$ cat config.mk
export PLATFORM = sky130hd
export DESIGN_NAME = mux_rr_sel_flat
export DESIGN_NICKNAME = d
export VERILOG_FILES = /design/src/rtl/mux_pkg.sv /design/src/rtl/mux_rr_sel_if.sv /design/src/rtl/rr_pick.sv /design/src/rtl/mux_rr_sel.sv /design/src/flat_wrapper.sv
export SDC_FILE = /design/constraint.sdc
export NUM_CORES = 1
export LEC_CHECK = 0
export BUFFER_PORTS_ARGS = -buffer_cell sky130_fd_sc_hd__buf_2
export CORE_MARGIN = 5
export CORE_UTILIZATION = 30
export CTS_CLUSTER_SIZE = 8
export DETAILED_ROUTE_END_ITERATION = 8
export HOLD_SLACK_MARGIN = 0.02
export PLACE_DENSITY_LB_ADDON = 0.1
export SKIP_LAST_GASP = 1
export SLEW_MARGIN = 40
export SYNTH_ARGS = -nofsm -noshare
export SYNTH_HDL_FRONTEND = slang
export SYNTH_SLANG_ARGS = --single-unit
$ cat constraint.sdc
create_clock -name clk -period 3 [get_ports clk]
set_input_delay 0.45 -clock clk [delete_from_list [all_inputs] [get_ports clk]]
set_output_delay 0.45 -clock clk [all_outputs]
set_load 0.1 [all_outputs]
$ cat src/rtl/mux_pkg.sv
// Shared definitions for the mux_rr_sel slice: mode constants, channel-id
// width helper and the beat record held in the output register.
// Optional feature macro used by the slice: MUX_PKT_LOCK_EN (packet lock).
package mux_pkg;

  localparam int unsigned MODE_SEL = 0;  // external select via sel
  localparam int unsigned MODE_RR  = 1;  // round-robin arbitration

  // Widest data/channel-id fields a beat can carry (DW <= 64, N_CH <= 16).
  localparam int unsigned BEAT_DW_MAX = 64;
  localparam int unsigned BEAT_CH_MAX = 4;

  // Channel-id width for n_ch channels; never below one bit.
  function automatic int unsigned ch_w(input int unsigned n_ch);
    return (n_ch <= 1) ? 1 : unsigned'($clog2(n_ch));
  endfunction

  // One captured beat: payload, source channel and end-of-packet flag.
  typedef struct packed {
    logic [BEAT_DW_MAX-1:0] data;
    logic [BEAT_CH_MAX-1:0] ch;
    logic                   last;
  } beat_t;

endpackage

$ cat src/rtl/mux_rr_sel_if.sv
// Handshake bundle between N_CH producers, the mux and one consumer.
//   master : producer/consumer side (drives sel, in_valid, in_data, out_ready)
//   slave  : mux side (drives in_ready, out_valid, out_data, out_ch)
// With MUX_PKT_LOCK_EN defined, in_last (master) and out_last (slave) are added.
interface mux_rr_sel_if
  import mux_pkg::*;
#(
  parameter int unsigned N_CH = 4,
  parameter int unsigned DW   = 8
);

  localparam int unsigned SW = ch_w(N_CH);

  logic [SW-1:0]      sel;
  logic [N_CH-1:0]    in_valid;
  logic [N_CH*DW-1:0] in_data;
  logic [N_CH-1:0]    in_ready;
  logic               out_valid;
  logic [DW-1:0]      out_data;
  logic               out_ready;
  logic [SW-1:0]      out_ch;
`ifdef MUX_PKT_LOCK_EN
  logic [N_CH-1:0]    in_last;
  logic               out_last;

  modport master (
    output sel, in_valid, in_data, in_last, out_ready,
    input  in_ready, out_valid, out_data, out_ch, out_last
  );
  modport slave (
    input  sel, in_valid, in_data, in_last, out_ready,
    output in_ready, out_valid, out_data, out_ch, out_last
  );
`else
  modport master (
    output sel, in_valid, in_data, out_ready,
    input  in_ready, out_valid, out_data, out_ch
  );
  modport slave (
    input  sel, in_valid, in_data, out_ready,
    output in_ready, out_valid, out_data, out_ch
  );
`endif

endinterface

$ cat src/rtl/rr_pick.sv
// Combinational round-robin pick: first asserted req at or above ptr,
// wrapping modulo N_CH.
//   req   : per-channel request
//   ptr   : highest-priority channel this cycle
//   grant : chosen channel (0 when nothing requested)
//   found : any request present
module rr_pick
  import mux_pkg::*;
#(
  parameter  int unsigned N_CH = 4,
  localparam int unsigned SW   = ch_w(N_CH)
) (
  input  logic [N_CH-1:0] req,
  input  logic [SW-1:0]   ptr,
  output logic [SW-1:0]   grant,
  output logic            found
);

  // Walk offsets 0..N_CH-1 from ptr; the first hit wins.
  always_comb begin
    int unsigned idx;
    idx   = 0;
    grant = '0;
    found = 1'b0;
    for (int unsigned k = 0; k < N_CH; k++) begin
      idx = (32'(ptr) + k) % N_CH;
      if (!found && req[idx]) begin
        found = 1'b1;
        grant = SW'(idx);
      end
    end
  end

endmodule

$ cat src/rtl/mux_rr_sel.sv
// N_CH x DW valid/ready multiplexer with a single registered output stage.
// Channel chosen by sel (MODE_SEL) or round-robin (MODE_RR).
//   clk, rst   : rising-edge clock, synchronous active-high reset
//   bus.slave  : sel, in_valid, in_data, in_ready, out_valid, out_data,
//                out_ready, out_ch (+ in_last/out_last with MUX_PKT_LOCK_EN)
// MUX_PKT_LOCK_EN: a beat with last=0 locks the grant to its channel until a
// beat with last=1 from that channel is taken. Limits: DW <= 64, N_CH 2..16.
module mux_rr_sel
  import mux_pkg::*;
#(
  parameter int unsigned N_CH = 4,
  parameter int unsigned DW   = 8,
  parameter int unsigned MODE = MODE_SEL
) (
  input  logic         clk,
  input  logic         rst,
  mux_rr_sel_if.slave  bus
);

  localparam int unsigned SW = ch_w(N_CH);
  localparam int unsigned NP = 1 << SW;

  logic            load_en;
  logic            found;
  logic            xfer;
  logic [SW-1:0]   grant;
  logic [SW-1:0]   mode_grant;
  logic            mode_found;
  logic [NP-1:0]   valid_pad;
  logic [N_CH-1:0] ready;
  logic [DW-1:0]   pick_data;
  logic            pick_last;
  beat_t           beat_q;
  beat_t           beat_d;
  logic            valid_q;
  logic            valid_d;
  logic            unused_beat;

  // Padding to a power of two makes an out-of-range sel read as not valid.
  assign valid_pad = NP'(bus.in_valid);
  assign load_en   = !valid_q || bus.out_ready;

  // Mode-specific channel choice.
  if (MODE == MODE_RR) begin : g_rr
    logic [SW-1:0] ptr_q;

    rr_pick #(.N_CH(N_CH)) u_pick (
      .req   (bus.in_valid),
      .ptr   (ptr_q),
      .grant (mode_grant),
      .found (mode_found)
    );

    // Priority moves just past the channel that was served.
    always_ff @(posedge clk) begin
      if (rst) begin
        ptr_q <= '0;
      end else if (xfer) begin
        ptr_q <= (grant == SW'(N_CH - 1)) ? '0 : grant + SW'(1);
      end
    end
  end else begin : g_sel
    assign mode_grant = bus.sel;
    assign mode_found = valid_pad[bus.sel];
  end

`ifdef MUX_PKT_LOCK_EN
  logic          lock_q;
  logic          lock_d;
  logic [SW-1:0] lock_ch_q;
  logic [SW-1:0] lock_ch_d;

  // A held packet overrides the mode's choice.
  always_comb begin
    grant = mode_grant;
    found = mode_found;
    if (lock_q) begin
      grant = lock_ch_q;
      found = valid_pad[lock_ch_q];
    end
  end

  // Lock opens on a non-last beat and releases on the last beat.
  always_comb begin
    lock_d    = lock_q;
    lock_ch_d = lock_ch_q;
    if (xfer) begin
      lock_d    = !pick_last;
      lock_ch_d = grant;
    end
  end

  always_ff @(posedge clk) begin
    if (rst) begin
      lock_q    <= 1'b0;
      lock_ch_q <= '0;
    end else begin
      lock_q    <= lock_d;
      lock_ch_q <= lock_ch_d;
    end
  end
`else
  assign grant = mode_grant;
  assign found = mode_found;
`endif

  // One-hot accept toward the granted producer; silent during reset.
  always_comb begin
    ready = '0;
    for (int unsigned i = 0; i < N_CH; i++) begin
      ready[i] = !rst && load_en && found && (grant == SW'(i));
    end
  end

  assign xfer = |(ready & bus.in_valid);

  // Steer the granted channel's payload.
  always_comb begin
    pick_data = '0;
    pick_last = 1'b0;
    for (int unsigned i = 0; i < N_CH; i++) begin
      if (ready[i]) begin
        pick_data = bus.in_data[i*DW +: DW];
`ifdef MUX_PKT_LOCK_EN
        pick_last = bus.in_last[i];
`endif
      end
    end
  end

  // Output register next state: load replaces, drain clears valid only.
  always_comb begin
    beat_d  = beat_q;
    valid_d = valid_q;
    if (xfer) begin
      beat_d.data = BEAT_DW_MAX'(pick_data);
      beat_d.ch   = BEAT_CH_MAX'(grant);
      beat_d.last = pick_last;
      valid_d     = 1'b1;
    end else if (bus.out_ready) begin
      valid_d = 1'b0;
    end
  end

  always_ff @(posedge clk) begin
    if (rst) begin
      valid_q <= 1'b0;
      beat_q  <= '0;
    end else begin
      valid_q <= valid_d;
      beat_q  <= beat_d;
    end
  end

  assign bus.in_ready  = ready;
  assign bus.out_valid = valid_q;
  assign bus.out_data  = beat_q.data[DW-1:0];
  assign bus.out_ch    = beat_q.ch[SW-1:0];
`ifdef MUX_PKT_LOCK_EN
  assign bus.out_last  = beat_q.last;
`endif

  // Beat fields wider than this instance needs are never read out.
  assign unused_beat = ^beat_q;

endmodule

$ cat src/flat_wrapper.sv
// flat-port wrapper written by rule: the top's interface ports become plain ports
module mux_rr_sel_flat import mux_pkg::*;
#(
  parameter int unsigned N_CH = 4,
  parameter int unsigned DW   = 8,
  parameter int unsigned MODE = MODE_SEL
)
  (clk, rst, bus_sel, bus_in_valid, bus_in_data, bus_out_ready, bus_in_ready, bus_out_valid, bus_out_data, bus_out_ch);
  mux_rr_sel_if #(.N_CH(N_CH), .DW(DW)) bus_i ();
  input  logic clk;
  input  logic rst;
  input wire logic [$bits(bus_i.sel)-1:0] bus_sel;
  input wire logic [$bits(bus_i.in_valid)-1:0] bus_in_valid;
  input wire logic [$bits(bus_i.in_data)-1:0] bus_in_data;
  input wire logic [$bits(bus_i.out_ready)-1:0] bus_out_ready;
  output wire logic [$bits(bus_i.in_ready)-1:0] bus_in_ready;
  output wire logic [$bits(bus_i.out_valid)-1:0] bus_out_valid;
  output wire logic [$bits(bus_i.out_data)-1:0] bus_out_data;
  output wire logic [$bits(bus_i.out_ch)-1:0] bus_out_ch;
  assign bus_i.sel = bus_sel;
  assign bus_i.in_valid = bus_in_valid;
  assign bus_i.in_data = bus_in_data;
  assign bus_i.out_ready = bus_out_ready;
  assign bus_in_ready = bus_i.in_ready;
  assign bus_out_valid = bus_i.out_valid;
  assign bus_out_data = bus_i.out_data;
  assign bus_out_ch = bus_i.out_ch;
  mux_rr_sel #(.N_CH(N_CH), .DW(DW), .MODE(MODE)) u_core (.clk(clk), .rst(rst), .bus(bus_i));
endmodule
# Word-level counts from Yosys, hierarchy flattened
# Cells that the tools add are included.
[totals]
inputBits = 41
reg_bits = 11
out_inout_bits = 15
[op_classes]
eq_ne = 3
magnitude_cmp = 1
muxes = 8
reduce_logical = 12
n_bitwise = 1
[op_table]
columns = ["op", "count"]
rows = [
  ["$mux W8", 4],
  ["$logic_and A1 B1 Y1", 6],
  ["$and A4 B4 Y4", 1],
  ["$eq A2 B2 Y1 const B", 2],
  ["$reduce_or A4 Y1", 1],
  ["$lt A2 B3 Y1 const B", 1],
  ["$mux W1", 3],
  ["$bmux W1 S2", 1],
  ["$eq A2 B1 Y1 const B", 1],
  ["$logic_not A1 Y1", 2],
  ["$logic_not A2 Y1", 1],
  ["$reduce_bool A2 Y1", 1],
  ["$logic_or A1 B1 Y1", 1],
]

# Longest topological paths before layout
[depth]
depth_word = 9
depth_mapped = 5

# Worst setup path after synthesis
# Ideal clock, no wire load.
[synth_timing]
path_type = "in2out"
start = "input port bus_sel[0]"
end = "output port bus_in_ready[1]"
cell_stages = 4
slack_ns = -0.813
t_arrival_ns = 3.363
cell_sequence = "buf_6 > mux4_2 > nand3_1 > nor3b_1"
[synth_between]
elab_chain_cells = 4
[synth_rtl]
columns = ["item", "line_no", "source"]
rows = [
  ["start: declaration", "flat_wrapper.sv:12", "input wire logic [$bits(bus_i.sel)-1:0] bus_sel;"],
  ["$bmux W1 S2", "mux_rr_sel.sv:64", "assign mode_found = valid_pad[bus.sel];"],
  ["$mux W1 (implied by the code)", "mux_rr_sel.sv:64", ""],
  ["$logic_and A1 B1 Y1", "mux_rr_sel.sv:111", "ready[i] = !rst && load_en && found && (grant == SW'(i));"],
  ["$logic_and A1 B1 Y1 *", "mux_rr_sel.sv:111", ""],
  ["end: declaration", "flat_wrapper.sv:16", "output wire logic [$bits(bus_i.in_ready)-1:0] bus_in_ready;"],
]
# Mark *: on every way between the ends. The rest lies on a longest branch, timed or not. The select of a mux whose other input is x is not followed.

# Worst setup path in the final report
# Same ends and word-level chain as after synthesis.

==> reports/summary.md <==
## STA
• **number of hold violations in the final report** 0
• **slack of the critical path** 601 ps
• **post-route worst hold slack** 431 ps
• **final max-slew violation count** 0
• **unrepaired setup endpoints after global routing** no
• **Worst Max-Slew Pin Slew** 494 ps
• **Final period util** 80.0%
• **fin crit period** 2400 ps
• **final-report setup violation count** 0
• **worst slew slack as a fraction of its limit** 67.3%
• **achievable clock frequency** 417 MHz
• **final setup skew** 0.400 ps
• **total negative slack for setup checks** 0 ps

## Die
• **top-level port count** 56
• **starting utilization of the core area** 30.4%
• **Die X** 62.1 microns
• **number of cell rows** 19
• **Die Height** 62.1 microns
• **area of the die** 0.00386 sq mm
• **Floorplan Core Area** 0.00269 sq mm

## Synthesis
• **dominant combinational cell family by area after synthesis** multiplexers
• **Mapped Area** 816 sq um
• **Cell variety after synth** 31
• **dominant cell type by area after synthesis** sky130_fd_sc_hd__dfxtp_1
• **commonest cells in the synthesized netlist** sky130_fd_sc_hd__dfxtp_1 (11), sky130_fd_sc_hd__inv_1 (8), sky130_fd_sc_hd__nand4_1 (7), sky130_fd_sc_hd__mux2i_1 (5)
• **post-synthesis simple-gate area fraction** 15.3%
• **cell types occupying the most area after synthesis** sky130_fd_sc_hd__dfxtp_1 (27%), sky130_fd_sc_hd__mux4_1 (13%), sky130_fd_sc_hd__mux2i_1 (6.1%)
• **synthesized-area fraction occupied by xor and xnor cells** 0%
• **synthesized instance count** 82
• **most instantiated flip-flop cell in the synthesis netlist** sky130_fd_sc_hd__dfxtp_1
• **Adder-Cell Fraction of Synth Area** 0%
• **post-synthesis register bit count** 11
• **share of synthesized area spent on multiplexers** 24.5%
• **portion of synthesized cell area occupied by the leading cell type** 27.0%
• **compound-gate portion of the synthesized area** 23.8%
• **average size of a mapped cell** 9.95 sq um
• **most used standard cell by instance count after synthesis** sky130_fd_sc_hd__dfxtp_1
• **Net Count, Synth** 123
• **share of synthesized area occupied by flip-flops and latches** 27.0%
• **EDFF count, synth** 0
• **ys async rst share** 0%
• **Yosys warning count** 0

## Clock tree
• **cell chosen for the clock root** sky130_fd_sc_hd__clkbuf_4
• **CTS tree** done
• **clock slew at reported path FFs** 70 ps
• **CTS sink count** 11
• **CTS buffer count** 3
• **post-CTS setup buffer count** 0
• **quantity of hold-fixing buffers added after cts** 0
• **number of H-tree levels** 1
• **clock network latency to the later pin of the worst-skew pair** 270 ps
• **CTS-repair resized insts** 0
• **Longest Clk Path Bufs** 2

## Placement
• **Port Buffer Count** 55
• **count of placed standard cells including taps** 163
• **Final Wtd Congestion** 0.715
• **worst slack after detailed placement** 562 ps
• **Post-Place Cell Area** 0.00111 sq mm
• **DP Wirelength** 1890 microns

## Power
• **total power density per cell area** 427 mW/mm^2
• **maximum VDD drop** 0.000147 V
• **Static Leakage** 0.000536 uW

## Setup path
• **type of destination of the critical path** output pin
• **critical path's largest stage delay** 440 ps
• **startpoint types** input pin
• **critical path data arrival time** 1950 ps
• **ordered list of cells on the worst path** buf_2, mux4_2, nand3_1, nor3b_2, buf_2
• **buffers plus inverters on the worst setup path** 2
• **reg-to-reg setup timing slack** 1750 ps
• **Critical Path Fanout Max** 17
• **cell type of the slowest stage on the worst timing path** sky130_fd_sc_hd__buf_2
• **kind of critical path** input pin to output pin
• **Worst path most repeated cell** sky130_fd_sc_hd__buf_2
• **CP top delay family** buffers and inverters
• **required arrival time at the worst endpoint** 2550 ps

## Global route
• **wire length of the first global-routing pass** 4120 microns
• **largest net degree at the start of global routing** 21
• **total global routing overflow** 0
• **total global routing track utilization** 12.6%
• **vias in the first global route** 911
• **antenna violations before repair** 0

## Drt
• **count of vias placed by the detailed router** 868
• **number of iterations in the first detailed-routing pass** 4
• **DRC errors left** 0
• **Vias per Instance** 5.20
• **Routed wire per std cell** 14.3 microns
• **number of violations reported at the end of detailed-routing iteration 0** 28
• **Final ANT Viol Nets** 0
• **Final Routed Wirelength** 2380 microns

## Final layout
• **fraction of layout cells with a size suffix above 1** 50.7%
• **Final Instance Area** 0.00114 sq mm
• **Antenna Cells** 0
• **Final nets** 178
• **count of non-filler cells in the finished layout** 167
• **Layout area overhead** 39.6%

## Flow run
• **max capacitance violation total** 0

## Min path
• **path type of the worst min-delay path** input pin to flip-flop

## Status
• **outcome** complete, no violations

## cell usage in the layout, fill, tap and decap left out, types with 2 or more instances in the layout
master	instances
sky130_fd_sc_hd__a2bb2oi_1	4
sky130_fd_sc_hd__a21oi_2	3
sky130_fd_sc_hd__mux2_2	2
sky130_fd_sc_hd__inv_1	8
sky130_fd_sc_hd__dfxtp_1	11
sky130_fd_sc_hd__buf_2	55
sky130_fd_sc_hd__buf_4	2
sky130_fd_sc_hd__mux4_1	4
sky130_fd_sc_hd__o311ai_0	2
sky130_fd_sc_hd__nor2b_1	4
sky130_fd_sc_hd__clkbuf_4	3
sky130_fd_sc_hd__nand4_1	7
sky130_fd_sc_hd__o311ai_1	2
sky130_fd_sc_hd__a31o_1	3
sky130_fd_sc_hd__a21oi_1	2
sky130_fd_sc_hd__a211o_1	4
sky130_fd_sc_hd__mux2i_1	5
## cell type report
class	count	area [sq um]
Tap cell	31	38.8
Multi-Input combinational cell	55	529
Timing Repair Buffer	57	290
Sequential cell	11	220
Inverter	9	33.8
Clock buffer	4	26.3
Fill cell	282	1550
## power by group
group,internal (uW),total (uW),leakage [uW],switching (uW)
Combinational,64.8,218,0.000431,153
Sequential,158,163,0.0000904,5.45
Clock,51.6,105,0.0000150,53.3
Total,274,486,0.000536,212
## kinds of logic (layout without fill, tap and decap cells)
| group | after synthesis | after routing |
|---|---|---|
| buffers and inverters | 16 | 70 |
| flip-flops | 11 | 11 |
| multiplexers | 12 | 12 |
| AND/OR/NAND/NOR | 20 | 20 |
| AO/OA/AOI/OAI | 23 | 23 |
## registers in the layout, summed over array words and instances, names as in the netlist
signal                cells
u_core.bus.out_data       8
u_core.bus.out_ch         2
u_core.bus.out_valid      1
## layer usage
metal	vias to the layer above	part of all wire [%]	GRT usage, %
met5	-	0	0
met4	0	2.2	5.69
met3	5	8.3	2.70
met2	44	45	19.2
met1	388	45	16.9
li1	431	-	-
## tightest hold or removal path: stages
cell,delay [ps]
sky130_fd_sc_hd__buf_2,70
sky130_fd_sc_hd__nand4_1,50
sky130_fd_sc_hd__o311ai_0,90
## worst paths after layout
kind | start | endpoint | cells past startpoint
worst max-delay path | bus_sel[0] | bus_in_ready[1] | 5
worst min-delay path | bus_in_data[30] | u_core.bus.out_data[6]$_SDFFE_PP0P_ | 3
worst max register to register | u_core.bus.out_valid$_SDFFE_PP0P_ | u_core.bus.out_data[7]$_SDFFE_PP0P_ | 4
worst min register to register | u_core.bus.out_ch[1]$_SDFFE_PP0P_ | u_core.bus.out_ch[1]$_SDFFE_PP0P_ | 1
## through the flow
stage / util (%) / total power, uW
after floorplan: - / 336
after detailed placement: 41.4 / 387
after global placement: 41.4 / 385
after CTS: 42.4 / 489
final: 42.4 / 486
after global routing: 42.4 / 512
Note: power is estimated with default switching activity, not from simulation.
